[src/rtl/axi_stream_wr_master.sv]
// axi_stream_wr_master
//   Accepts a (byte address, beat count, id) command and moves that many beats
//   from a valid/ready data stream into AXI4 INCR write bursts. Only one burst
//   is outstanding at a time. Bursts never cross a 4 KiB page. Each burst is
//   sized to the smallest of: the beats remaining, MAX_BURST, and the beats
//   left in the page.
// Ports
//   clk, rst            clock, asynchronous active-low reset
//   cmd_*               command handshake (addr, len in beats, id)
//   s_data/valid/ready  write-data stream, passed straight through to W
//   m_axi_aw*/w*/b*     AXI4 write-channel master
//   busy                a command is in flight
//   done                one-cycle completion pulse
//   error               OR of non-OKAY bresp over the command; valid with done
// The page-boundary logic assumes ADDR_WIDTH >= 12.
module axi_stream_wr_master #(
  parameter int DATA_WIDTH = 32,
  parameter int ADDR_WIDTH = 16,
  parameter int STRB_WIDTH = DATA_WIDTH / 8,
  parameter int ID_WIDTH   = 8,
  parameter int LEN_WIDTH  = 8,
  parameter int MAX_BURST  = 16,
  parameter int CNT_WIDTH  = 16
) (
  input  logic                  clk,
  input  logic                  rst,
  input  logic [ADDR_WIDTH-1:0] cmd_addr,
  input  logic [CNT_WIDTH-1:0]  cmd_len,
  input  logic [ID_WIDTH-1:0]   cmd_id,
  input  logic                  cmd_valid,
  output logic                  cmd_ready,
  input  logic [DATA_WIDTH-1:0] s_data,
  input  logic                  s_valid,
  output logic                  s_ready,
  output logic [ID_WIDTH-1:0]   m_axi_awid,
  output logic [ADDR_WIDTH-1:0] m_axi_awaddr,
  output logic [LEN_WIDTH-1:0]  m_axi_awlen,
  output logic [2:0]            m_axi_awsize,
  output logic [1:0]            m_axi_awburst,
  output logic [1:0]            m_axi_awlock,
  output logic [3:0]            m_axi_awcache,
  output logic [2:0]            m_axi_awprot,
  output logic [3:0]            m_axi_awqos,
  output logic                  m_axi_awvalid,
  input  logic                  m_axi_awready,
  output logic [DATA_WIDTH-1:0] m_axi_wdata,
  output logic [STRB_WIDTH-1:0] m_axi_wstrb,
  output logic                  m_axi_wlast,
  output logic                  m_axi_wvalid,
  input  logic                  m_axi_wready,
  input  logic [ID_WIDTH-1:0]   m_axi_bid,
  input  logic [1:0]            m_axi_bresp,
  input  logic                  m_axi_bvalid,
  output logic                  m_axi_bready,
  output logic                  busy,
  output logic                  done,
  output logic                  error
);

  localparam int SZ = $clog2(STRB_WIDTH);
  localparam int BW = 32;

  typedef enum logic [1:0] {IDLE, ADDR, DATA, RESP} state_e;

  state_e                state_q, state_d;
  logic                  run_q, run_d;     // low until the first edge after reset
  logic [ADDR_WIDTH-1:0] addr_q, addr_d;
  logic [CNT_WIDTH-1:0]  rem_q, rem_d;
  logic [ID_WIDTH-1:0]   id_q, id_d;
  logic [LEN_WIDTH-1:0]  beat_q, beat_d;
  logic                  acc_q, acc_d;
  logic                  done_q, done_d;
  logic                  err_q, err_d;

  logic [BW-1:0]         to_4k, burst;
  logic [CNT_WIDTH-1:0]  rem_nxt;
  logic [ADDR_WIDTH-1:0] addr_nxt;
  logic                  cmd_hs, w_hs, b_err;

  // The response id is not checked; responses are matched by order alone.
  logic unused_bid;
  assign unused_bid = ^m_axi_bid;

  // addr_q and rem_q only change on the B handshake. So the burst size stays
  // constant from ADDR through RESP and can be derived combinationally.
  always_comb begin
    to_4k = (BW'(4096) - BW'(addr_q[11:0])) >> SZ;
    burst = BW'(rem_q);
    if (burst > BW'(MAX_BURST)) burst = BW'(MAX_BURST);
    if (burst > to_4k)          burst = to_4k;
  end

  assign rem_nxt  = rem_q - CNT_WIDTH'(burst);
  assign addr_nxt = addr_q + ADDR_WIDTH'(burst << SZ);
  assign cmd_hs   = cmd_valid && cmd_ready;
  assign w_hs     = m_axi_wvalid && m_axi_wready;
  assign b_err    = m_axi_bresp != 2'b00;

  assign cmd_ready     = run_q && (state_q == IDLE);
  assign busy          = state_q != IDLE;
  assign done          = done_q;
  assign error         = err_q;

  assign m_axi_awid    = id_q;
  assign m_axi_awaddr  = addr_q;
  assign m_axi_awlen   = LEN_WIDTH'(burst - BW'(1));
  assign m_axi_awsize  = 3'(SZ);
  assign m_axi_awburst = 2'b01;
  assign m_axi_awlock  = 2'b00;
  assign m_axi_awcache = 4'b0011;
  assign m_axi_awprot  = 3'b000;
  assign m_axi_awqos   = 4'b0000;
  assign m_axi_awvalid = state_q == ADDR;

  assign m_axi_wdata   = s_data;
  assign m_axi_wstrb   = '1;
  assign m_axi_wvalid  = (state_q == DATA) && s_valid;
  assign m_axi_wlast   = (state_q == DATA) && (beat_q == m_axi_awlen);
  assign s_ready       = (state_q == DATA) && m_axi_wready;
  assign m_axi_bready  = state_q == RESP;

  always_comb begin
    state_d = state_q;
    run_d   = 1'b1;
    addr_d  = addr_q;
    rem_d   = rem_q;
    id_d    = id_q;
    beat_d  = beat_q;
    acc_d   = acc_q;
    done_d  = 1'b0;
    err_d   = 1'b0;
    case (state_q)
      IDLE: if (cmd_hs) begin
        addr_d = cmd_addr & ~ADDR_WIDTH'(STRB_WIDTH - 1);
        rem_d  = cmd_len;
        id_d   = cmd_id;
        acc_d  = 1'b0;
        if (cmd_len == '0) done_d  = 1'b1;  // empty command: complete without bus traffic
        else               state_d = ADDR;
      end
      ADDR: if (m_axi_awready) begin
        state_d = DATA;
        beat_d  = '0;
      end
      DATA: if (w_hs) begin
        if (m_axi_wlast) state_d = RESP;
        else             beat_d  = beat_q + LEN_WIDTH'(1);
      end
      RESP: if (m_axi_bvalid) begin
        acc_d  = acc_q | b_err;
        rem_d  = rem_nxt;
        addr_d = addr_nxt;
        if (rem_nxt == '0) begin
          state_d = IDLE;
          done_d  = 1'b1;
          err_d   = acc_q | b_err;
        end else begin
          state_d = ADDR;
        end
      end
      default: state_d = IDLE;
    endcase
  end

  always_ff @(posedge clk or negedge rst) begin
    if (!rst) begin
      state_q <= IDLE;
      run_q   <= 1'b0;
      addr_q  <= '0;
      rem_q   <= '0;
      id_q    <= '0;
      beat_q  <= '0;
      acc_q   <= 1'b0;
      done_q  <= 1'b0;
      err_q   <= 1'b0;
    end else begin
      state_q <= state_d;
      run_q   <= run_d;
      addr_q  <= addr_d;
      rem_q   <= rem_d;
      id_q    <= id_d;
      beat_q  <= beat_d;
      acc_q   <= acc_d;
      done_q  <= done_d;
      err_q   <= err_d;
    end
  end

endmodule

[config.mk]
export PLATFORM = sky130hd
export DESIGN_NAME = axi_stream_wr_master
export DESIGN_NICKNAME = d
export VERILOG_FILES = /design/src/rtl/axi_stream_wr_master.sv
export SDC_FILE = /design/constraint.sdc
export NUM_CORES = 1
export LEC_CHECK = 0
export CORE_UTILIZATION = 52
export DETAILED_ROUTE_END_ITERATION = 16
export HOLD_SLACK_MARGIN = 0.06
export PLACE_DENSITY = 0.86
export SLEW_MARGIN = 15
export SYNTH_ARGS = -nofsm -noshare
export SYNTH_HDL_FRONTEND = slang
export SYNTH_SLANG_ARGS = --single-unit
[constraint.sdc]
create_clock -name clk -period 12.8 [get_ports clk]
set_input_delay 2.56 -clock clk [delete_from_list [all_inputs] [get_ports clk]]
set_output_delay 2.56 -clock clk [all_outputs]
set_load 0.005 [all_outputs]
==> results of run 1 <==
[logic make-up after synthesis]
kind of cell    Yosys count
simple gates            225
compound gates          209
buf+inv                 124
flops                    52
fa+ha+maj                44
xor+xnor                 39
mux                      24
other cells               2
[layout by cell type, fill, tap and decap left out, types with 16 or more instances in the layout]
cell / count
a21oi_1: 40
clkdlybuf4s50_1: 84
conb_1: 37
dfrtp_1: 52
ha_1: 41
inv_1: 42
mux2i_1: 16
nand2_1: 67
nand3_1: 21
nor2_1: 38
nor3_1: 20
o21ai_0: 56
xnor2_1: 23
[routing by layer]
| metal | track usage | wire [µm] |
|---|---|---|
| met3 | 0.0316 | 774 |
| met4 | 0.113 | 477 |
| met2 | 0.470 | 7440 |
| met1 | 0.365 | 6900 |
| met5 | 0 | 0 |
[cells in the mapped netlist (all sizes together) (3+ instances only)]
cell,count,area share
dfrtp,52,0.23
nor2b,6,0.0066
o21a,12,0.016
nand2,67,0.044
xor2,14,0.023
a21oi,40,0.035
o21ai,59,0.052
a311oi,3,0.0046
and2,9,0.0099
buf,64,0.081
nor3,22,0.021
a2111oi,6,0.011
inv,43,0.028
clkbuf,17,0.011
ha,41,0.090
or3,9,0.0098
and3,6,0.0066
mux2,8,0.016
o31ai,8,0.011
xnor2,23,0.035
a31oi,10,0.011
a211o,7,0.011
nand3,21,0.018
a21o,14,0.018
o221ai,3,0.0046
a211oi,14,0.018
or2,4,0.0044
nand4,13,0.014
mux2i,16,0.028
o31a,3,0.0046
nand2b,7,0.0077
o22ai,3,0.0033
nor4,14,0.020
a221o,3,0.0053
nor2,39,0.026
o211ai,8,0.011
[worst max-delay path by stage]
stage / from / end / slack, ns / cells after the start
6_report: m_axi_awaddr[5] / m_axi_wlast / 3.83 / 20
5_1_grt: m_axi_awaddr[5] / m_axi_wlast / 3.39 / 20
4_1_cts: m_axi_awaddr[5] / m_axi_wlast / 3.89 / 20
3_5_place_dp: m_axi_awaddr[5] / m_axi_wlast / 4.24 / 20
3_3_place_gp: m_axi_awaddr[5] / m_axi_wlast / 4.35 / 20
2_1_floorplan: m_axi_awaddr[5] / m_axi_wlast / 5.60 / 22
[layout make-up]
cell class | instances | area [µm²]
clock buffers | 6 | 82.6
clock inverters | 2 | 10.0
fillers | 947 | 4050
inverters | 43 | 161
multi-input cells | 578 | 3860
flip-flops and latches | 52 | 1300
well taps | 136 | 170
repair buffers | 89 | 876
[flip-flops by register name, indices dropped and copies added, names as in the netlist]
register / flops
acc_q: 1
done: 1
state_q: 2
beat_q: 8
run_q: 1
m_axi_awaddr: 14
m_axi_awid: 8
error: 1
rem_q: 16
[through the flow]
step,utilization,hold slack [ns]
2_1_floorplan,-,0.481
3_3_place_gp,0.606,0.490
3_5_place_dp,0.606,0.493
4_1_cts,0.615,0.518
5_1_grt,0.615,0.523
6_report,0.615,0.513
[power groups by stage]
stage	logic, mW	clock network [mW]	registers, mW
after floorplan	1.13	0	0.304
after global placement	1.50	0	0.335
after detailed placement	1.54	0	0.340
after CTS	1.55	0.105	0.337
after global routing	1.72	0.110	0.350
final	1.57	0.103	0.339
==> impl_metrics.ini, run 1 <==
[grt]
first_global_vias = 5183
grt_pass1_wl_mm = 25.3
track_usage = 0.280
grt_max_degree = 53
antenna_found_initial = 0
gr-total-overflow = 0

[logic_synthesis]
yosysSeqAreaShare = 0.228
synth_top_family_by_area = compound AO/OA/AOI/OAI gates
synth_edf_count = 0
yosysUniqueCellTypes = 74
synth_fa_ha_area_frac = 0.0985
synthXorXnorAreaFrac = 0.0661
ys_seq_elements = 52
syn_area_um2 = 5720
netlist_instances = 719
synthMuxAreaShare = 0.0438
synth_flop_cell = dfrtp_1
synthSimpleGateAreaFrac = 0.201
ys_async_sr_fraction = 1.00
synth_compound_area_frac = 0.241
syn_avg_cell_area_um2 = 7.95
ys_warn_count = 0

[timing]
layout_setup_ws_ns = 3.83
final-max-slew-violation-count = 0
final_hold_viol_count = 0
fmax_ghz = 0.112
rsz0062_at_grt = no
clock_skew_ns = 0.00459
finalCritPeriodShare = 0.701
relSlewSlack = 0.424
finalCriticalPeriod_ns = 8.97
setup_viol = 0
worst_pin_slew_ns = 0.853
fin_tns_setup_ns = 0

[cells_and_area]
drive_above_1_share = 0.0519
area_growth_pct = 13.0
final_nets = 901
diodes = 0
final_cell_count_no_fill = 906
final_area_um2 = 6460

[clock_network]
clkTransAtPathRegs_ns = 0.10
clkLatencyLatePin_ns = 0.32
numCtsBuffers = 5
clk_path_buf_depth = 2
cts_sinks = 52
ctsResizeCount = 0
holdBufCountCts = 0
postCtsSetupBuffers = 0
cts_max_level = 2
root_buffer = clkbuf_8
cts_tree = done

[pwr]
p_leak_nw = 2.76
swShare = 0.531
power_frac_seq = 0.169
fin_total_pwr_mw = 2.01
power-per-cell-area_nw_per_um2 = 311
peakVddDrop_uv = 134
p_clk_frac = 0.051
p_int_uw = 943
combPwrFrac = 0.780
p_sw_mw = 1.07

[critical_path]
critical_path_buf_inv_count = 3
path_max_fanout = 13
r2r_setup_slack_ns = 5.17
reg2reg_to = error
slowest_delay_ns = 0.55
r2r-start = m_axi_awaddr[5]
critPathKind = flop to primary output
reg2regPathDepth = 23
critPathArrivalTime_ns = 6.41
cp_slowest_cell = dfrtp_1
worstSetupStartpointType = flop
required_ns = 10.24
crit_family = simple AND/OR/NAND/NOR gates
crit_chain = or3_1 > nor4_1 > nand2_1 > xnor2_1 > ha_1 > nand4_1 > or2_2 > a211oi_1 > and2_1 > nor2_2 > o21ai_0 > inv_1 > ha_1 > xor2_1 > o31ai_1 > a221o_1 > nor4_2 > nand4_1 > inv_1 > clkdlybuf4s50_1
end_kind = primary output

[routing]
antenna_left = 0
totalWireLength_mm = 15.6
avgRoutedWirePerCell_um = 17.2
drc = 0
vias = 5474
vias_per_cell = 6.04
drtPass1Iterations = 5
drtIter0Drc = 420

[die]
die_area_um2 = 11400
die_w_um = 107
row_count = 37
top_level_ports = 184
core_area_um2 = 10500
initial_utilization = 0.544
die_y_um = 107

[min_path]
min_to = m_axi_awid[1]
min_from = m_axi_awid[1]
min_path_type = flop to flop
hold_depth = 1

[place]
dp_hpwl_mm = 12.3
dpl_cell_area_um2 = 6370
dp_cells = 898
gp_congestion = 0.952
portBuffers = 85
pre_cts_slack_ns = 4.24

[run_status]
outcome = complete, no violations

[run]
maxCapViolations = 0
(Power assumes the default switching activity.)
==> run 2, diff against run 1 <==
CORE_UTILIZATION = 43   (was 52)
PLACE_DENSITY = 0.75   (was 0.86)
clock period = 8.2 ns   (was 12.8 ns; I/O delays follow)
==> run 2 against run 1 <==
Clock skew rose by 0.0046 ns. Cell count rose by 4.0%. Largest cell class unchanged. Combinational power rose by 55%. Cell area rose by 1.9%. Sequential share of layout area fell by 0.37 points. Flip-flop and latch count did not move. Sequential power rose by 55%. Critical path depth did not move. Wire length fell by 2.9%. First-iteration DRC count fell by 36%. Non-clock buffer count rose by 1. Hold slack got worse by 0.0096 ns.
==> impl_metrics.ini, run 2 (same netlist as run 1, synthesis figures left out) <==
[run_status]
outcome = complete, no violations

[cells_and_area]
layout_common_cells = clkdlybuf4s50_1 (84), nand2_1 (67), o21ai_0 (55)
final_cell_count_no_fill = 942
regArea_um2 = 1300
fin_util = 0.515
diodes = 0
area_growth_pct = 15.1
drive_above_1_share = 0.0532
final_nets = 902
fillers = 1235
largest-register = rem_q
final_common_cell = clkdlybuf4s50_1
largest_reg_flops = 16
multi_input_area_um2 = 3860

[pwr]
p_leak_nw = 2.79
power-per-cell-area_nw_per_um2 = 484
peakVddDrop_uv = 161
fin_total_pwr_mw = 3.18

[clock_network]
clk_path_buf_depth = 2
cts_max_level = 2
clkLatencyLatePin_ns = 0.30
cts_sinks = 52
numCtsBuffers = 5
cts_tree = done
clkTransAtPathRegs_ns = 0.07
root_buffer = clkbuf_16

[critical_path]
reg2regPathDepth = 24
r2r_setup_slack_ns = 1.13
crit_chain = or3_1 > nor4_1 > nand2_1 > xnor2_1 > ha_1 > nand4_1 > or2_2 > a211oi_1 > and2_1 > nor2_4 > o21ai_1 > inv_1 > ha_1 > xor2_1 > o31ai_1 > a221o_1 > nor4_2 > nand4_1 > inv_1 > clkdlybuf4s50_1
cp_slowest_cell = dfrtp_1
critPathArrivalTime_ns = 6.09
path_max_fanout = 13
crit_family = simple AND/OR/NAND/NOR gates
reg2reg_to = error
end_kind = primary output
critPathKind = flop to primary output
r2r-start = m_axi_awaddr[5]
worstSetupStartpointType = flop
required_ns = 6.56
slowest_delay_ns = 0.52
critical_path_buf_inv_count = 3

[grt]
first_global_vias = 5238
top_usage_layer = met2
track_usage = 0.224
gr-total-overflow = 0
grt_max_degree = 53
antenna_found_initial = 0
met1_usage = 0.273
met2_usage = 0.376
use_met3 = 0.0404
grt_pass1_wl_mm = 25.0

[die]
die_y_um = 117
row_count = 41
die_area_um2 = 13800
die_w_um = 117
core_area_um2 = 12800
top_level_ports = 184
initial_utilization = 0.448

[timing]
final-max-slew-violation-count = 0
fmax_ghz = 0.129
rsz0062_at_grt = no
fin_tns_setup_ns = 0
worst_pin_slew_ns = 0.894
finalCriticalPeriod_ns = 7.73
layout_setup_ws_ns = 0.465
final_hold_viol_count = 0
setup_viol = 0
relSlewSlack = 0.397
clock_skew_ns = 0.00922
finalCritPeriodShare = 0.943

[routing]
vias = 5448
drtPass1Iterations = 5
avgRoutedWirePerCell_um = 16.1
totalWireLength_mm = 15.1
vias_per_cell = 5.78
drc = 0
antenna_left = 0
drtIter0Drc = 269

[place]
gp_congestion = 0.947
dp_hpwl_mm = 11.7
pre_cts_slack_ns = 0.713
dp_cells = 935
portBuffers = 85

[min_path]
min_to = m_axi_awid[6]
hold_depth = 1
min_from = m_axi_awid[6]
min_path_type = flop to flop

[run]
maxCapViolations = 0
==> run 2: changes by cell type in the layout (fill, tap and decap cells not counted) <==
cell	delta
o21ai_1	+1
o21ai_0	-1
ha_2	+1
clkbuf_8	-4
buf_4	+1
clkbuf_16	+5
clkinv_2	-2
nor2_4	+1
nor2_2	-1
ha_1	-1
==> run 2: repair_timing <==
item	in CTS	in global routing
gates resized for setup	0	2
buffers inserted	0	0
hold buffers	0	0
endpoints found under the setup margin	0	1
==> run 2: per-stage QoR <==
stage / hold WS [ns] / cell area, µm²
6_report: 0.504 / 6580
5_1_grt: 0.522 / 6580
4_1_cts: 0.508 / 6570
3_5_place_dp: 0.492 / 6420
3_3_place_gp: 0.487 / 6420
2_1_floorplan: 0.481 / 5850
==> run 2: power by group <==
part | switching, mW | leakage, nW | internal [mW]
sequential | 0.157 | 0.641 | 0.370
combinational | 1.38 | 2.07 | 1.04
clock | 0.0998 | 0.0760 | 0.129
==> run 2: worst max-delay path by stage <==
stage	slack [ns]	cells after the start	start	end
2_1_floorplan	1.92	22	m_axi_awaddr[5]	m_axi_wlast
3_3_place_gp	0.82	20	m_axi_awaddr[5]	m_axi_wlast
3_5_place_dp	0.71	20	m_axi_awaddr[5]	m_axi_wlast
4_1_cts	0.31	20	m_axi_awaddr[5]	m_axi_wlast
5_1_grt	0.07	20	m_axi_awaddr[5]	m_axi_wlast
6_report	0.47	20	m_axi_awaddr[5]	m_axi_wlast
==> run 2: layout make-up <==
type / instances / area share
Timing Repair Buffer: 90 / 0.134
Inverter: 43 / 0.0245
Multi-Input combinational cell: 578 / 0.587
Sequential cell: 52 / 0.198
Tap cell: 172 / 0.0327
Clock buffer: 7 / 0.0232
==> run 2: worst register-to-register path: stages (launching register included) <==
cell and delay (ns):
dfrtp_1 0.52, or3_1 0.41, nor4_1 0.29, nand2_1 0.14, xnor2_1 0.22, ha_1 0.18
nand4_1 0.14, or2_2 0.31, a211oi_1 0.42, and2_1 0.43, nor2_4 0.14, o21ai_1 0.32
inv_1 0.18, ha_1 0.31, a21o_1 0.22, or2_2 0.31, o221ai_1 0.28, or3_1 0.18
a211oi_1 0.11, o31ai_1 0.54, xnor2_1 0.17, nor4_1 0.43, nand4_1 0.21, nor4_2 0.32
o31a_1 0.20
==> run 2: per-layer routing <==
metal	vias to the layer above	routed length (µm)	part of all wire
met3	41	891	0.059
met2	186	7120	0.47
li1	2638	-	-
met5	-	0	0
met4	0	597	0.039
met1	2583	6540	0.43
